==> src/rtl/dmem_sized_pkg.sv <==
// Shared definitions for the MEM-stage data memory:
// load/store size encodings and size/extension helpers.
package riscv_mem_pkg;

    localparam logic [2:0] SZ_B  = 3'b000;
    localparam logic [2:0] SZ_H  = 3'b001;
    localparam logic [2:0] SZ_W  = 3'b010;
    localparam logic [2:0] SZ_D  = 3'b011;
    localparam logic [2:0] SZ_BU = 3'b100;
    localparam logic [2:0] SZ_HU = 3'b101;
    localparam logic [2:0] SZ_WU = 3'b110;

    typedef enum logic {
        ST_IDLE,
        ST_SPLIT
    } dmem_state_e;

    function automatic logic [3:0] size_to_nbytes(
        input logic [2:0] sz
    );
        logic [3:0] n;
        unique case (sz[1:0])
            2'b00:   n = 4'd1;
            2'b01:   n = 4'd2;
            2'b10:   n = 4'd4;
            default: n = 4'd8;
        endcase
        return n;
    endfunction

    // Size[2] selects zero extension; 111 behaves as a full doubleword.
    function automatic logic [63:0] extend_load(
        input logic [63:0] raw,
        input logic [2:0]  sz
    );
        logic [63:0] r;
        unique case (sz[1:0])
            2'b00: r = sz[2] ? {56'h0, raw[7:0]}
                             : {{56{raw[7]}}, raw[7:0]};
            2'b01: r = sz[2] ? {48'h0, raw[15:0]}
                             : {{48{raw[15]}}, raw[15:0]};
            2'b10: r = sz[2] ? {32'h0, raw[31:0]}
                             : {{32{raw[31]}}, raw[31:0]};
            default: r = raw;
        endcase
        return r;
    endfunction

endpackage

==> src/rtl/dmem_sized_if.sv <==
// MEM-stage data memory bus: pipeline request side and
// memory response side.
interface dmem_sized_if #(
    parameter int XLEN = 64
);

    logic [XLEN-1:0] Mem_Addr;
    logic [XLEN-1:0] Write_Data;
    logic            MemRead;
    logic            MemWrite;
    logic [2:0]      Size;
    logic [XLEN-1:0] Read_Data;
    logic            Read_Valid;
    logic            Stall;
    logic            Addr_Fault;

    modport master (
        output Mem_Addr,
        output Write_Data,
        output MemRead,
        output MemWrite,
        output Size,
        input  Read_Data,
        input  Read_Valid,
        input  Stall,
        input  Addr_Fault
    );

    modport slave (
        input  Mem_Addr,
        input  Write_Data,
        input  MemRead,
        input  MemWrite,
        input  Size,
        output Read_Data,
        output Read_Valid,
        output Stall,
        output Addr_Fault
    );

endinterface

==> src/rtl/dmem_sized_bank.sv <==
// 64-bit word array with byte-enable write and two
// combinational word read ports.
module dmem_bank #(
    parameter int DEPTH_BYTES  = 64,
    parameter int INIT_PATTERN = 1,
    parameter int AW           = $clog2(DEPTH_BYTES / 8)
) (
    input  logic          clk,
    input  logic          we,
    input  logic [AW-1:0] w_idx,
    input  logic [7:0]    w_be,
    input  logic [63:0]   w_data,
    input  logic [AW-1:0] r_idx0,
    input  logic [AW-1:0] r_idx1,
    output logic [63:0]   r_data0,
    output logic [63:0]   r_data1
);

    localparam int WORDS = DEPTH_BYTES / 8;

    logic [63:0] words [WORDS];

    function automatic logic [63:0] init_word(input int w);
        logic [63:0] v;
        v = '0;
        for (int b = 0; b < 8; b++) begin
            v[8*b +: 8] = (INIT_PATTERN != 0) ? 8'(w * 8 + b)
                                              : 8'h00;
        end
        return v;
    endfunction

    // Contents come only from the power-up image; reset never clears them.
    for (genvar w = 0; w < WORDS; w++) begin : g_word
        logic [63:0] word_q = init_word(w);

        always_ff @(posedge clk) begin
            if (we && w_idx == AW'(w)) begin
                for (int b = 0; b < 8; b++) begin
                    if (w_be[b]) begin
                        word_q[8*b +: 8] <= w_data[8*b +: 8];
                    end
                end
            end
        end

        assign words[w] = word_q;
    end

    assign r_data0 = words[r_idx0];
    assign r_data1 = words[r_idx1];

endmodule

==> src/rtl/dmem_sized.sv <==
// Byte-addressed MEM-stage data memory with sized loads/stores,
// two-beat split for word-crossing accesses and range faulting.
import riscv_mem_pkg::*;

module dmem_sized #(
    parameter int DEPTH_BYTES  = 64,
    parameter int XLEN         = 64,
    parameter int INIT_PATTERN = 1
) (
    input logic         clk,
    input logic         reset,
    dmem_sized_if.slave bus
);

    localparam int WORDS = DEPTH_BYTES / 8;
    localparam int AW    = $clog2(WORDS);

    dmem_state_e state_q, state_d;

    logic [2:0]    lane_q;
    logic [2:0]    size_q;
    logic [63:0]   data_q;
    logic [63:0]   lo_q;
    logic [AW-1:0] idx_q;
    logic          store_q;

    logic [63:0] rd_q, rd_d;
    logic        rv_q, rv_d;
    logic        af_q, af_d;

    logic          req;
    logic [3:0]    nbytes;
    logic [2:0]    lane;
    logic [AW-1:0] idx;
    logic [XLEN:0] end_addr;
    logic          fault;
    logic          split;
    logic          in_split;

    logic [2:0]   sel_lane;
    logic [2:0]   sel_size;
    logic [63:0]  sel_data;
    logic [15:0]  be_mask;
    logic [15:0]  wide_be;
    logic [127:0] wide_data;

    logic [AW-1:0] rd_idx0, rd_idx1;
    logic [63:0]   r_data0, r_data1;
    logic [127:0]  rd_pair;
    logic [63:0]   raw;

    logic          we;
    logic [AW-1:0] w_idx;
    logic [7:0]    w_be;
    logic [63:0]   w_data;
    logic          stall;
    logic          latch;

    assign req      = bus.MemRead | bus.MemWrite;
    assign nbytes   = size_to_nbytes(bus.Size);
    assign lane     = bus.Mem_Addr[2:0];
    assign idx      = bus.Mem_Addr[AW+2:3];
    assign in_split = (state_q == ST_SPLIT);

    // Extra top bit keeps the range check from wrapping near 2^64.
    assign end_addr = {1'b0, bus.Mem_Addr} + (XLEN+1)'(nbytes);
    assign fault    = end_addr > (XLEN+1)'(DEPTH_BYTES);
    assign split    = ({1'b0, lane} + nbytes) > 4'd8;

    assign sel_lane = in_split ? lane_q : lane;
    assign sel_size = in_split ? size_q : bus.Size;
    assign sel_data = in_split ? data_q : bus.Write_Data;

    // Low half of the wide vectors targets word idx, high half idx+1.
    assign be_mask   = (16'h1 << size_to_nbytes(sel_size)) - 16'h1;
    assign wide_be   = {8'h00, be_mask[7:0]} << sel_lane;
    assign wide_data = {64'h0, sel_data} << {sel_lane, 3'b000};

    assign rd_idx0 = in_split ? idx_q : idx;
    assign rd_idx1 = rd_idx0 + AW'(1);
    assign rd_pair = {r_data1, in_split ? lo_q : r_data0};
    assign raw     = 64'(rd_pair >> {sel_lane, 3'b000});

    dmem_bank #(
        .DEPTH_BYTES  (DEPTH_BYTES),
        .INIT_PATTERN (INIT_PATTERN),
        .AW           (AW)
    ) u_bank (
        .clk     (clk),
        .we      (we),
        .w_idx   (w_idx),
        .w_be    (w_be),
        .w_data  (w_data),
        .r_idx0  (rd_idx0),
        .r_idx1  (rd_idx1),
        .r_data0 (r_data0),
        .r_data1 (r_data1)
    );

    always_comb begin
        state_d = state_q;
        we      = 1'b0;
        w_idx   = idx;
        w_be    = wide_be[7:0];
        w_data  = wide_data[63:0];
        stall   = 1'b0;
        latch   = 1'b0;
        rd_d    = rd_q;
        rv_d    = 1'b0;
        af_d    = 1'b0;
        unique case (state_q)
            ST_IDLE: begin
                if (req) begin
                    if (fault) begin
                        af_d = 1'b1;
                        rv_d = 1'b1;
                        rd_d = '0;
                    end else if (split) begin
                        stall   = 1'b1;
                        latch   = 1'b1;
                        we      = bus.MemWrite;
                        state_d = ST_SPLIT;
                    end else if (bus.MemWrite) begin
                        we = 1'b1;
                    end else begin
                        rv_d = 1'b1;
                        rd_d = extend_load(raw, bus.Size);
                    end
                end
            end
            ST_SPLIT: begin
                state_d = ST_IDLE;
                w_idx   = idx_q + AW'(1);
                w_be    = wide_be[15:8];
                w_data  = wide_data[127:64];
                if (store_q) begin
                    we = 1'b1;
                end else begin
                    rv_d = 1'b1;
                    rd_d = extend_load(raw, size_q);
                end
            end
            default: state_d = ST_IDLE;
        endcase
        // Reset aborts a pending second beat; the first beat stays.
        if (reset) begin
            we    = 1'b0;
            stall = 1'b0;
        end
    end

    always_ff @(posedge clk) begin
        if (reset) begin
            state_q <= ST_IDLE;
            rd_q    <= '0;
            rv_q    <= 1'b0;
            af_q    <= 1'b0;
        end else begin
            state_q <= state_d;
            rd_q    <= rd_d;
            rv_q    <= rv_d;
            af_q    <= af_d;
        end
    end

    always_ff @(posedge clk) begin
        if (latch) begin
            lane_q  <= lane;
            size_q  <= bus.Size;
            data_q  <= bus.Write_Data;
            idx_q   <= idx;
            store_q <= bus.MemWrite;
            lo_q    <= r_data0;
        end
    end

    assign bus.Read_Data  = rd_q;
    assign bus.Read_Valid = rv_q;
    assign bus.Stall      = stall;
    assign bus.Addr_Fault = af_q;

endmodule
==> src/flat_wrapper.sv <==
// flat-port wrapper written by rule: the top's interface ports become plain ports
module dmem_sized_flat 
#(
    parameter int DEPTH_BYTES  = 64,
    parameter int XLEN         = 64,
    parameter int INIT_PATTERN = 1
)
  (clk, reset, bus_Mem_Addr, bus_Write_Data, bus_MemRead, bus_MemWrite, bus_Size, bus_Read_Data, bus_Read_Valid, bus_Stall, bus_Addr_Fault);
  dmem_sized_if #(.XLEN(XLEN)) bus_i ();
  input logic clk;
  input logic reset;
  input wire logic [$bits(bus_i.Mem_Addr)-1:0] bus_Mem_Addr;
  input wire logic [$bits(bus_i.Write_Data)-1:0] bus_Write_Data;
  input wire logic [$bits(bus_i.MemRead)-1:0] bus_MemRead;
  input wire logic [$bits(bus_i.MemWrite)-1:0] bus_MemWrite;
  input wire logic [$bits(bus_i.Size)-1:0] bus_Size;
  output wire logic [$bits(bus_i.Read_Data)-1:0] bus_Read_Data;
  output wire logic [$bits(bus_i.Read_Valid)-1:0] bus_Read_Valid;
  output wire logic [$bits(bus_i.Stall)-1:0] bus_Stall;
  output wire logic [$bits(bus_i.Addr_Fault)-1:0] bus_Addr_Fault;
  assign bus_i.Mem_Addr = bus_Mem_Addr;
  assign bus_i.Write_Data = bus_Write_Data;
  assign bus_i.MemRead = bus_MemRead;
  assign bus_i.MemWrite = bus_MemWrite;
  assign bus_i.Size = bus_Size;
  assign bus_Read_Data = bus_i.Read_Data;
  assign bus_Read_Valid = bus_i.Read_Valid;
  assign bus_Stall = bus_i.Stall;
  assign bus_Addr_Fault = bus_i.Addr_Fault;
  dmem_sized #(.DEPTH_BYTES(DEPTH_BYTES), .XLEN(XLEN), .INIT_PATTERN(INIT_PATTERN)) u_core (.clk(clk), .reset(reset), .bus(bus_i));
endmodule
==> config.mk <==
export PLATFORM = sky130hd
export DESIGN_NAME = dmem_sized_flat
export DESIGN_NICKNAME = d
export VERILOG_FILES = /design/src/rtl/dmem_sized_pkg.sv /design/src/rtl/dmem_sized_if.sv /design/src/rtl/dmem_sized_bank.sv /design/src/rtl/dmem_sized.sv /design/src/flat_wrapper.sv
export SDC_FILE = /design/constraint.sdc
export NUM_CORES = 2
export LEC_CHECK = 0
export ABC_CLOCK_PERIOD_IN_PS = 54100
export BUFFER_PORTS_ARGS = -buffer_cell sky130_fd_sc_hd__buf_2
export CAP_MARGIN = 20
export CORE_ASPECT_RATIO = 1.5
export CORE_MARGIN = 8
export CORE_UTILIZATION = 50
export DETAILED_ROUTE_END_ITERATION = 12
export PLACE_DENSITY = 0.67
export SYNTH_ARGS = -nofsm -noshare
export SYNTH_HDL_FRONTEND = slang
export SYNTH_HIERARCHICAL = 1
export SYNTH_SLANG_ARGS = --single-unit
==> constraint.sdc <==
create_clock -name clk -period 54.1 [get_ports clk]
set_clock_uncertainty 0.1 [all_clocks]
set_input_delay 10.82 -clock clk [delete_from_list [all_inputs] [get_ports clk]]
set_output_delay 10.82 -clock clk [all_outputs]
set_load 0.02 [all_outputs]
==> flow_summary.ini <==
[outcome]
status = finished clean

[critical_path]
criticalPathCategory = in -> out
worst_path_max_delay_cell = o21ai_0
slowest_delay_ns = 0.72
crit_chain = buf_6 > ha_1 > fa_1 > and3_1 > o21ai_0 > a2111oi_0 > a2111oi_0 > nand4_1 > or4_1 > nor4_4 > buf_4 > nand2_1 > nor4b_1 > buf_2
critPathBufInv = 3
cp-end-kind = output port
cp_data_required_time_ns = 43.18
r2r-start = u_core/in_split
worstSetupStartpoint = bus_Mem_Addr[0]
cpMostUsedCell = a2111oi_0
worstPathArrival_ns = 15.66
startpoint_type = input pin
crit_fanout = 35
critical_path.top_delay_family = simple AND/OR/NAND/NOR gates

[clocking]
path_clk_slew_ns = 0.06
numCtsBuffers = 72
htree_levels = 3
cts_hold_buf = 0
postCtsSetupBuffers = 0
cts_resized = 0
clkLatencyLatePin_ns = 0.66
cts_tree = built
numClockSinks = 717
cts-root-buf = clkbuf_16
cts_buffer_depth = 3

[power]
p_leak_nw = 15.06
p_per_area_nw_per_um2 = 29.27
total_power_mw = 1.319
ir_drop_uv = 26.06

[route]
drt_pass1_iterations = 8
wl_mm = 145.1
drcViolationCount = 0
num_vias = 29790
routedWlPerCell_um = 32.86
drtAntennaViolNets = 0
drtIter0Drc = 3627
vias_per_cell = 6.747

[global_routing]
grt_use_met2_pct = 52.81
overflow = 0
grt_max_degree = 161
grt_usage_pct = 31.09
grt_use_met3_pct = 5.102
busiest_layer = met2
first_global_vias = 28990
use_met1_pct = 34.41
grt_pass1_wl_mm = 206.4
antenna_found_initial = 41

[worst_hold_path]
min_path_type = reg -> reg
hp-start = u_core/bus.Read_Data[14]

[sta]
relSlewSlack_pct = 12.34
hold_violations = 0
finalSetupTns_ns = 0
clock.fmax_mhz = 37.62
worst_pin_slew_ns = 1.315
setup_violations = 0
final_max_slew_viol_count = 0
min_period_ns = 26.58
rsz0062_at_grt = false
period_share_pct = 49.14

[die]
fp.dieH_um = 365.3
start_util_pct = 50.28
rows = 128
io_pins = 202
die_area_um2 = 90910
die-width_um = 248.9
core_area_um2 = 80880

[placed_design]
hpwl_mm = 105.6
port_buffers = 201
place_congestion = 0.9695

[yosys]
syn_area_per_cell_um2 = 12.69
yosys_warnings = 6
syn_nets = 3346
syn_area_um2 = 40670
postSynthCellCount = 3204

[final_layout]
area_growth_pct = 10.79
layout-drive-gt1-share_pct = 26.65
finish.net_count = 3437
final_util_pct = 55.71

[flow_run]
cap_violations = 0
[placed cells by master (no fill, tap or decap), drive strengths merged, types with 34 or more instances in the layout]
cell type  instances
inv               68
and2              70
nand4             34
o21ai            135
nor2             199
nand3             89
edfxtp           650
nand2            232
a21oi            196
mux2i            188
buf              273
a211oi           105
dfxtp             67
mux2             201
mux4             243
nor3              47
nor2b             67
o22ai             41
clkbuf            95
[final timing paths]
check	cells past startpoint	slack, ns	to
worst max-delay path	14	27.52	bus_Stall
worst min-delay path	2	0.37	u_core/bus.Read_Data[14]
worst max register to register	15	47.30	u_core/bus.Read_Data[61]
worst min register to register	2	0.37	u_core/bus.Read_Data[14]
[flip-flops by register name, indices dropped and copies added (netlist names)]
register,flops
u_core/bus.Addr_Fault,1
u_core/size_q,3
u_core/lo_q,64
u_core/lane_q,3
u_core/bus.Read_Valid,1
u_core/u_bank/g_word.word_q,512
u_core/store_q,1
u_core/data_q,64
u_core/idx_q,3
u_core/bus.Read_Data,64
u_core/in_split,1
[metal layers]
layer / share of wire (%) / wire [um] / vias up
met1: 33 / 47790 / 14850
met4: 9.6 / 13930 / 2
met5: 0.0055 / 8 / -
met2: 50 / 72260 / 1651
li1: - / - / 12830
met3: 7.6 / 11100 / 456
[report_power, final]
part | switching, mW | internal, mW
combinational | 0.120 | 0.0639
sequential | 0.000409 | 0.607
clock | 0.225 | 0.303
total | 0.345 | 0.974
[worst reg2reg max path, cell delays in order (launching register included)]
cell      delay [ns]
dfxtp_4         0.67
mux2_8          0.58
buf_4           0.65
buf_4           0.85
mux4_2          0.64
mux2_2          0.40
mux2i_1         0.18
mux2i_1         0.14
mux2i_1         0.31
mux2_2          0.27
a2bb2o_1        0.35
o21bai_1        0.16
buf_4           0.25
nor3_1          0.08
a32oi_2         0.78
o22ai_1         0.22
[per-stage QoR]
step / worst slack (ns) / hold WS (ns) / instances / area (um2)
after global routing: 27.29 / 0.3853 / 4407 / 45040
after floorplan: 26.04 / 0.4257 / 3204 / 40670
after detailed placement: 27.56 / 0.3572 / 4248 / 42430
after CTS: 27.54 / 0.3683 / 4378 / 44890
after global placement: 27.45 / 0.3453 / 4245 / 42410
final: 27.52 / 0.3689 / 4415 / 45060
[final cells by class]
type,count,area [um2]
Clock inverter,43,515.5
Sequential cell,717,20860
Multi-Input combinational cell,2163,18470
Antenna cell,24,60.06
Fill cell,6590,35820
Tap cell,1040,1301
Inverter,60,230.2
Timing Repair Buffer,281,1672
Clock buffer,87,1944
No activity file was read; power rests on OpenSTA's default activity.
